==> config.mk <==
export PLATFORM = sky130hd
export DESIGN_NAME = seg7_scan6
export DESIGN_NICKNAME = d
export VERILOG_FILES = /design/src/rtl/seg7_scan6.sv
export SDC_FILE = /design/constraint.sdc
export NUM_CORES = 1
export LEC_CHECK = 0
export CAP_MARGIN = 10
export CORE_ASPECT_RATIO = 0.5
export CORE_UTILIZATION = 55
export DETAILED_ROUTE_END_ITERATION = 10
export GPL_ROUTABILITY_DRIVEN = 0
export PLACE_DENSITY_LB_ADDON = 0.3
export SYNTH_ARGS = -nofsm -noshare
export SYNTH_HDL_FRONTEND = slang
export SYNTH_SLANG_ARGS = --single-unit
==> constraint.sdc <==
create_clock -name clk -period 4.8 [get_ports clk]
set_input_delay 0.48 -clock clk [delete_from_list [all_inputs] [get_ports clk]]
set_output_delay 0.48 -clock clk [all_outputs]
set_load 0.01 [all_outputs]
==> src/rtl/seg7_scan6.sv <==
// seg7_scan6 -- time-multiplexed driver for a six-digit HH:MM:SS 7-segment display.
//
// Scans one digit per SCAN_DIV clocks in the order 0..5, where digit 0 is seconds
// units and digit 5 is hours tens. The BCD value and the three display masks are
// snapshotted once per frame, so a counter carry mid-frame never tears the display.
// Blinking digits toggle every BLINK_FRAMES frames. Decimal points never blink.
//
// Ports:
//   rst          async active-low reset
//   clk          system clock
//   en           display enable; 0 blanks the outputs and freezes the scan
//   bcd_in       {H1,H0,M1,M0,S1,S0}; digit i in [4i+3:4i]
//   blink_mask   bit i blinks digit i
//   dp_mask      bit i lights the decimal point of digit i
//   lz_blank     blank hours tens when it is 0
//   seg          {g,f,e,d,c,b,a} of the active digit
//   dp           decimal point of the active digit
//   an           one-hot digit enables, an[i] selects digit i
//   frame_start  one-cycle pulse while an first shows digit 0 of a new frame
module seg7_scan6 #(
  parameter int unsigned SCAN_DIV       = 50000,
  parameter int unsigned BLINK_FRAMES   = 64,
  parameter bit          SEG_ACTIVE_LOW = 1'b1,
  parameter bit          AN_ACTIVE_LOW  = 1'b1
) (
  input  logic        rst,
  input  logic        clk,
  input  logic        en,
  input  logic [23:0] bcd_in,
  input  logic [5:0]  blink_mask,
  input  logic [5:0]  dp_mask,
  input  logic        lz_blank,
  output logic [6:0]  seg,
  output logic        dp,
  output logic [5:0]  an,
  output logic        frame_start
);

  localparam int unsigned DIV_W = (SCAN_DIV > 1) ? $clog2(SCAN_DIV) : 1;
  localparam int unsigned BLK_W = (BLINK_FRAMES > 1) ? $clog2(BLINK_FRAMES) : 1;
  localparam logic [DIV_W-1:0] DIV_LAST = DIV_W'(SCAN_DIV - 1);
  localparam logic [BLK_W-1:0] BLK_LAST = BLK_W'(BLINK_FRAMES - 1);

  // Everything that is frozen for the duration of one frame.
  typedef struct packed {
    logic [23:0] bcd;
    logic [5:0]  blink;
    logic [5:0]  dp;
    logic        lz;
  } snap_t;

  // Active-high gfedcba font; 10..15 show a dash.
  function automatic logic [6:0] decode(input logic [3:0] d);
    logic [6:0] s;
    case (d)
      4'd0:    s = 7'h3F;
      4'd1:    s = 7'h06;
      4'd2:    s = 7'h5B;
      4'd3:    s = 7'h4F;
      4'd4:    s = 7'h66;
      4'd5:    s = 7'h6D;
      4'd6:    s = 7'h7D;
      4'd7:    s = 7'h07;
      4'd8:    s = 7'h7F;
      4'd9:    s = 7'h6F;
      default: s = 7'h40;
    endcase
    return s;
  endfunction

  logic [DIV_W-1:0] div_q, div_d;
  logic [2:0]       idx_q, idx_d;
  logic [BLK_W-1:0] blink_cnt_q, blink_cnt_d;
  logic             blink_phase_q, blink_phase_d;
  snap_t            snap_q, snap_d;
  logic             load_pending_q, load_pending_d;

  logic [5:0]       an_q, an_d;
  logic [6:0]       seg_q, seg_d;
  logic             dp_q, dp_d;
  logic             frame_start_q, frame_start_d;

  logic             tick;
  logic             wrap;
  logic             load;
  logic [3:0]       digit;
  logic             blink_bit;
  logic             dp_bit;
  logic [5:0]       an_sel;
  logic             blank;

  // Next-state logic. The output registers are fed from the next-state idx,
  // snapshot and blink phase, so the displayed digit changes exactly one clock
  // after the tick and frame_start lines up with the first digit-0 cycle.
  always_comb begin
    // NOTE: every variable gets a default first so no path leaves it unassigned
    // and no latch is inferred.
    div_d          = div_q;
    idx_d          = idx_q;
    blink_cnt_d    = blink_cnt_q;
    blink_phase_d  = blink_phase_q;
    snap_d         = snap_q;
    load_pending_d = load_pending_q;

    tick = en && (div_q == DIV_LAST);
    wrap = tick && (idx_q == 3'd5);
    // A pending load fires on the first enabled cycle after reset.
    load = wrap || (en && load_pending_q);

    if (en) begin
      div_d = tick ? '0 : div_q + 1'b1;
    end
    if (tick) begin
      idx_d = (idx_q == 3'd5) ? 3'd0 : idx_q + 3'd1;
    end
    if (wrap) begin
      if (blink_cnt_q == BLK_LAST) begin
        blink_cnt_d   = '0;
        blink_phase_d = ~blink_phase_q;
      end else begin
        blink_cnt_d = blink_cnt_q + 1'b1;
      end
    end
    if (load) begin
      snap_d         = '{bcd: bcd_in, blink: blink_mask, dp: dp_mask, lz: lz_blank};
      load_pending_d = 1'b0;
    end

    digit     = snap_d.bcd[3:0];
    blink_bit = snap_d.blink[0];
    dp_bit    = snap_d.dp[0];
    an_sel    = 6'b000001;
    for (int i = 1; i < 6; i++) begin
      if (idx_d == 3'(i)) begin
        digit     = snap_d.bcd[4*i +: 4];
        blink_bit = snap_d.blink[i];
        dp_bit    = snap_d.dp[i];
        an_sel    = 6'b000001 << i;
      end
    end

    blank = (blink_bit && blink_phase_d) ||
            ((idx_d == 3'd5) && snap_d.lz && (digit == 4'd0));

    // The dp ignores blanking so the colon stays steady while a digit blinks.
    an_d          = en ? an_sel : 6'b000000;
    seg_d         = (en && !blank) ? decode(digit) : 7'h00;
    dp_d          = en && dp_bit;
    frame_start_d = load;
  end

  // NOTE: sequential state uses non-blocking assignments only, so every flop
  // samples the values from before the edge.
  always_ff @(posedge clk or negedge rst) begin
    if (!rst) begin
      div_q          <= '0;
      idx_q          <= 3'd0;
      blink_cnt_q    <= '0;
      blink_phase_q  <= 1'b0;
      // NOTE: the snapshot is reset as well; it sits behind a pending load, so
      // the value is never shown, but it keeps the outputs fully defined.
      snap_q         <= '0;
      load_pending_q <= 1'b1;
      an_q           <= 6'b000000;
      seg_q          <= 7'h00;
      dp_q           <= 1'b0;
      frame_start_q  <= 1'b0;
    end else begin
      div_q          <= div_d;
      idx_q          <= idx_d;
      blink_cnt_q    <= blink_cnt_d;
      blink_phase_q  <= blink_phase_d;
      snap_q         <= snap_d;
      load_pending_q <= load_pending_d;
      an_q           <= an_d;
      seg_q          <= seg_d;
      dp_q           <= dp_d;
      frame_start_q  <= frame_start_d;
    end
  end

  // Pin polarity is applied last; all logic above is active-high.
  assign an          = AN_ACTIVE_LOW  ? ~an_q  : an_q;
  assign seg         = SEG_ACTIVE_LOW ? ~seg_q : seg_q;
  assign dp          = SEG_ACTIVE_LOW ? ~dp_q  : dp_q;
  assign frame_start = frame_start_q;

endmodule
# ---- Yosys cells after proc, flatten, opt, wreduce, memory -nomap -nowiden
# Memories as Yosys holds them, arrays and structs flattened.
# Index checks and enable logic that the tools add are counted.
dict set report word_totals {
  out_inout_bits 15
  mem_bits_ro 112
  mem_count 1
  inputBits 40
  regBits 79
  word_cells 70
}
dict set report op_classes {
  n_addsub 3
  bitwise 4
  n_reduce_logical 12
  eq_ne 8
  muxes 29
}
# name words word_bits rd rd_ports_with_merged_regs wr line_no
set memory_table {}
lappend memory_table {{(name not given)} 16 7 1 0 0 55} ;# case (d)
# cell n
set ops {}
lappend ops {{$mux 37} 1}
lappend ops {{$mux 6} 6}
lappend ops {{$mux 4} 5}
lappend ops {{$add 16x1->16 const B} 1}
lappend ops {{$eq 16x16->1 const B} 1}
lappend ops {{$mux 16} 1}
lappend ops {{$mux 1} 12}
lappend ops {{$eq 3x3->1 const B} 3}
lappend ops {{$logic_and 1x1->1} 8}
lappend ops {{$mux 7} 1}
lappend ops {{$not 7->7} 1}
lappend ops {{$add 6x1->6 const B} 1}
lappend ops {{$eq 3x2->1 const B} 2}
lappend ops {{$eq 6x6->1 const B} 1}
lappend ops {{$mux 3} 2}
lappend ops {{$not 6->6} 1}
lappend ops {{$logic_not 4->1} 1}
lappend ops {{$add 3x1->3 const B} 1}
lappend ops {{$eq 3x1->1 const B} 1}
lappend ops {{$logic_or 1x1->1} 2}
lappend ops {{$mux 2} 1}
lappend ops {{$not 1->1} 2}
lappend ops {{$logic_not 1->1} 1}

# ---- Logic depth before layout (Yosys ltp)
dict set report logic_depth {
  word_depth 16
  ltp_mapped 18
}

# ---- Worst setup path after synthesis
# No wires, ideal clock.
dict set report synth_timing {
  kind {reg2reg}
  startpoint {register div_q[7]}
  endpoint {register seg_q[0]}
  setup_time_ns 0.118
  path_buffers 2
  path_slack_ns 1.125
  period_less_slack_ns 3.675
  path_stages_with_launch 16
  t_arrival_ns 3.557
  cell_sequence {dfrtp_1 > or4b_4 > nor4_4 > a21oi_2 > buf_6 > buf_2 > mux2_2 > a22oi_1 > nand2_1 > o211a_1 > o21ai_0 > ha_1 > a41oi_1 > o211ai_4 > nor2b_2 > a21o_1}
}
# item line_no
set synth_lines {}
lappend synth_lines {{start, declared} 71} ;# logic [DIV_W-1:0] div_q, div_d;
lappend synth_lines {{start signal, assigned} 169} ;# div_q <= div_d;
lappend synth_lines {{end signal, assigned} 176} ;# seg_q <= seg_d;
lappend synth_lines {{end, declared} 79} ;# logic [6:0] seg_q, seg_d;

# ---- Worst setup path in the final report
dict set report layout_timing {
  startpoint {register div_q[7]}
  endpoint {register seg_q[5]}
}
dict set report layout_between {
  elab_chain_cells 16
}
# item line_no
set layout_rtl {}
lappend layout_rtl {{$eq 16x16->1 *} 105} ;# tick = en && (div_q == DIV_LAST);
lappend layout_rtl {{$logic_and 1x1->1 *} 105}
lappend layout_rtl {{parallel branches: the longest is 13 deep, another holds $mem_v2 16x7} --}
lappend layout_rtl {{$mux 7 *} 147} ;# seg_d = (en && !blank) ? decode(digit) : 7'h00;
lappend layout_rtl {{net seg_d[5]} 79}
# Mark *: on every way through the listed nets, which the timed path passes.
# A chain may end at the register's enable or synchronous reset.

==> run metrics <==
CTS HTree Levels 3; final net count 517; clock tree from TritonCTS built; count of synthesis-stage warnings from yosys 0; fraction of power consumed by sequential logic 48.5%; count of buffers inserted at the top-level ports 54; fraction of layout instances using a drive strength above 1 13.9%; classification of the worst-slack hold path input port to asynchronous set/reset pin; total number of placement rows 22; Min Hold Slack 0.315 ns; Num CTS Buffers 9; startpoint of the worst register-to-register path div_q[7]$_DFFE_PN0P_; share of flip-flops with an asynchronous set or reset 100%; Clock power frac 44.8%; launch point of the worst path div_q[7]$_DFFE_PN0P_; simple-gate portion of the synthesized area 19.2%; hold violation total from the final report 0; number of enable-type register cells in the synthesized netlist 0; internal power 1.16 mW; status complete, but fails checks; wire length of the first global-routing pass 15.4 mm; # resized after CTS 0; complex-gate fraction of the synthesized area 12.8%; Cell Pwr Density 292 mW/mm^2; final setup TNS 0 ns; Vias/cell 5.63; Critical Path End seg_q[5]$_DFF_PN0_; CP startpoint kind flip-flop; CP Data Required Time 5.02 ns; critical setup path kind flip-flop to flip-flop; non-filler instance count after layout 571; Final Instance Area 0.00506 sq mm; Logic pwr share 6.8%; net switching fraction of the power 21.5%; transition time at the pin with the least slew margin 0.958 ns; count of cells along the worst register-to-register path 13; total die area 0.00799 sq mm; placed insts 555; fraction of the mapped netlist area in adder cells 2.09%; antenna cells 0; synthesized area divided by synthesized cell count 10.1 sq um; die boundary width 125 microns; GRT Resource Usage Total 25.4%; setup violators final 0; main combinational cell family by area after synthesis simple AND/OR/NAND/NOR gates; DRT Pass-1 Iters 10; placeable core region 0.00735 sq mm; number of hold-repair buffers added at the cts stage 0; half-perimeter wire length after detailed placement 6.38 mm; top fanout value on the critical path 7; max-cap violation count 0; kind of capture point of the worst setup path flip-flop; post-synthesis cell count 415; vertical extent of the die 63.7 microns; violations in the final reports design-rule violations; Total Wirelength 8.99 mm; fill count 561; Placed Area 0.00476 sq mm; parity-gate share of the synthesized area counting xor and xnor cells 4.42%; Netlist Area Pre-Place 0.00419 sq mm; insertion delay of the later-clocked pin in the worst-skew pair 0.33 ns; setup skew after layout 0.00421 ns; Critical Path AT 4.31 ns; global route overflow 0; Area Overhead vs Synth 20.8%; dominant synthesized flop cell sky130_fd_sc_hd__dfrtp_1; P_sw 0.317 mW; I/O pin count 55; post-route minimum period 4.09 ns; leading cell types in the layout, fill and taps excluded sky130_fd_sc_hd__dfrtp_1, sky130_fd_sc_hd__nand2_1, sky130_fd_sc_hd__clkdlybuf4s50_1, sky130_fd_sc_hd__nor2_1, sky130_fd_sc_hd__inv_1; largest vdd supply drop 198 uV; Yosys top cell by area sky130_fd_sc_hd__dfrtp_1; maximum achievable frequency 0.245 GHz; number of post-CTS setup repair buffers 0; starting density of the core 57.0%; WL/cell 15.7 microns; unrepaired setup endpoints after global routing no; Reg2Reg Capture Point seg_q[5]$_DFF_PN0_; Tcrit/Tclk final 85.1%; largest net degree at the start of global routing 80; fraction of post-synthesis cell area in the top cell type by area 46.6%; clock sink count 79; net count after synthesis 462; Clock Root Buffer sky130_fd_sc_hd__clkbuf_16; mux cell area share after synthesis 8.70%; number of DRC markers in iteration 0 306; worst relative slew slack 36.1%; max-slew violation count 0; via count of the first global-routing pass 3194; DRC violation count after routing 5; leakage power figure 2.47 nW; clk slew on worst S/H paths 0.05 ns; total via count in the routed design 3212; number of antenna violations at the first check in global routing 0; commonest non-fill, non-tap cell in the layout sky130_fd_sc_hd__dfrtp_1; post-synthesis sequential area ratio 47.3%; Longest Clk Path Bufs 2; Antenna Nets Post-Route 0; R2R setup slack 0.71 ns; leading cell types by total area after synthesis sky130_fd_sc_hd__dfrtp_1, sky130_fd_sc_hd__nand2_1, sky130_fd_sc_hd__mux2_2; number of distinct standard cells referenced by the synthesized netlist 68; total of flip-flops plus latches after synthesis 79
[cell usage after synthesis (2+ instances only)]
cell type                   count
sky130_fd_sc_hd__clkbuf_8       3
sky130_fd_sc_hd__clkbuf_1       4
sky130_fd_sc_hd__dfrtp_1       78
sky130_fd_sc_hd__buf_2          4
sky130_fd_sc_hd__o211a_1        2
sky130_fd_sc_hd__mux2_4         2
sky130_fd_sc_hd__and2_1         8
sky130_fd_sc_hd__a41oi_1        2
sky130_fd_sc_hd__o31ai_1        2
sky130_fd_sc_hd__o21ai_1        2
sky130_fd_sc_hd__mux2_2        14
sky130_fd_sc_hd__buf_6          4
sky130_fd_sc_hd__nor2_1        26
sky130_fd_sc_hd__nand3_1       19
sky130_fd_sc_hd__o2bb2ai_1      2
sky130_fd_sc_hd__a21oi_2        2
sky130_fd_sc_hd__a22oi_1        2
sky130_fd_sc_hd__a21oi_1       16
sky130_fd_sc_hd__inv_1         24
sky130_fd_sc_hd__nor3_1         3
sky130_fd_sc_hd__ha_1           7
sky130_fd_sc_hd__xor2_1         8
sky130_fd_sc_hd__mux2i_1       14
sky130_fd_sc_hd__xnor2_1       10
sky130_fd_sc_hd__o211ai_1       5
sky130_fd_sc_hd__nand4_1        9
sky130_fd_sc_hd__nand2b_1       4
sky130_fd_sc_hd__mux2_1         2
sky130_fd_sc_hd__nor4_4         2
sky130_fd_sc_hd__a21o_1         4
sky130_fd_sc_hd__nand2_1       69
sky130_fd_sc_hd__or2_2          8
sky130_fd_sc_hd__o21ai_0       19
[power groups by stage]
stage | Sequential [mW] | Clock, mW | Combinational, mW
CTS | 0.714 | 0.675 | 0.102
finish | 0.715 | 0.661 | 0.100
detailed placement | 0.726 | 0 | 0.101
global placement | 0.727 | 0 | 0.100
floorplan | 0.720 | 0 | 0.0416
global route | 0.719 | 0.708 | 0.112
[routing by layer]
layer | share of wire [%] | wire length, microns | up-vias | global-route usage, %
li1 | - | - | 1539 | -
met2 | 47 | 4180 | 109 | 40.3
met4 | 1.2 | 110 | 0 | 8.84
met3 | 7.4 | 663 | 11 | 8.84
met1 | 45 | 4030 | 1553 | 32.5
met5 | 0 | 0 | - | 0
[sequential cells by signal (all words and copies together), names as in the netlist]
name	count
an_q	6
blink_cnt_q	6
blink_phase_q	1
div_q	16
dp_q	1
frame_start	1
idx_q	3
load_pending_q	1
seg_q	7
snap_q	37
[worst max-delay path, stage by stage, from the launching register on]
cell                       delay, ns
sky130_fd_sc_hd__dfrtp_1        0.40
sky130_fd_sc_hd__or4b_4         0.59
sky130_fd_sc_hd__or4_1          0.76
sky130_fd_sc_hd__mux2i_2        0.41
sky130_fd_sc_hd__nor2_1         0.12
sky130_fd_sc_hd__a21oi_1        0.16
sky130_fd_sc_hd__nand2_1        0.07
sky130_fd_sc_hd__o211a_1        0.15
sky130_fd_sc_hd__o21ai_0        0.38
sky130_fd_sc_hd__ha_1           0.27
sky130_fd_sc_hd__a41oi_1        0.18
sky130_fd_sc_hd__o211ai_4       0.19
sky130_fd_sc_hd__nor2b_2        0.11
sky130_fd_sc_hd__a21o_1         0.17
[worst min-delay path by stage]
stage                              from                   end  slack [ns]
floorplan                           rst     an_q[0]$_DFF_PN0_        0.18
global placement    snap_q[6]$_DFF_PN0_   snap_q[6]$_DFF_PN0_        0.44
detailed placement  snap_q[6]$_DFF_PN0_   snap_q[6]$_DFF_PN0_        0.45
CTS                                 rst  snap_q[12]$_DFF_PN0_        0.35
global route                        rst    seg_q[0]$_DFF_PN0_        0.39
finish                              rst    seg_q[0]$_DFF_PN0_        0.31
[layout make-up]
cell class / count / area [sq um] / share of cell area [%]
clock buffer: 12 / 246 / 4.88
multi-input combinational: 293 / 1970 / 39.0
tap: 96 / 120 / 2.38
clock inverter: 4 / 45.0 / 0.891
sequential: 79 / 1980 / 39.1
timing repair buffer: 61 / 591 / 11.7
inverter: 26 / 103 / 2.03
[metrics by stage]
stage          power [mW]  util [%]  worst slack (ns)
4_1_cts              1.49      68.8             0.788
6_report             1.48      68.8             0.713
3_5_place_dp        0.827      64.8             0.600
5_1_grt              1.54      68.8             0.486
2_1_floorplan       0.762         -              1.12
3_3_place_gp        0.827      64.8             0.731
[cell families after synthesis]
logic type | count (synthesis)
XOR/XNOR | 19
multiplexers | 33
AO/OA/AOI/OAI | 73
AND/OR/NAND/NOR | 161
adder cells (fa/ha/maj) | 7
flip-flops | 79
buffers and inverters | 43
Power figures use the tool's default switching activity.
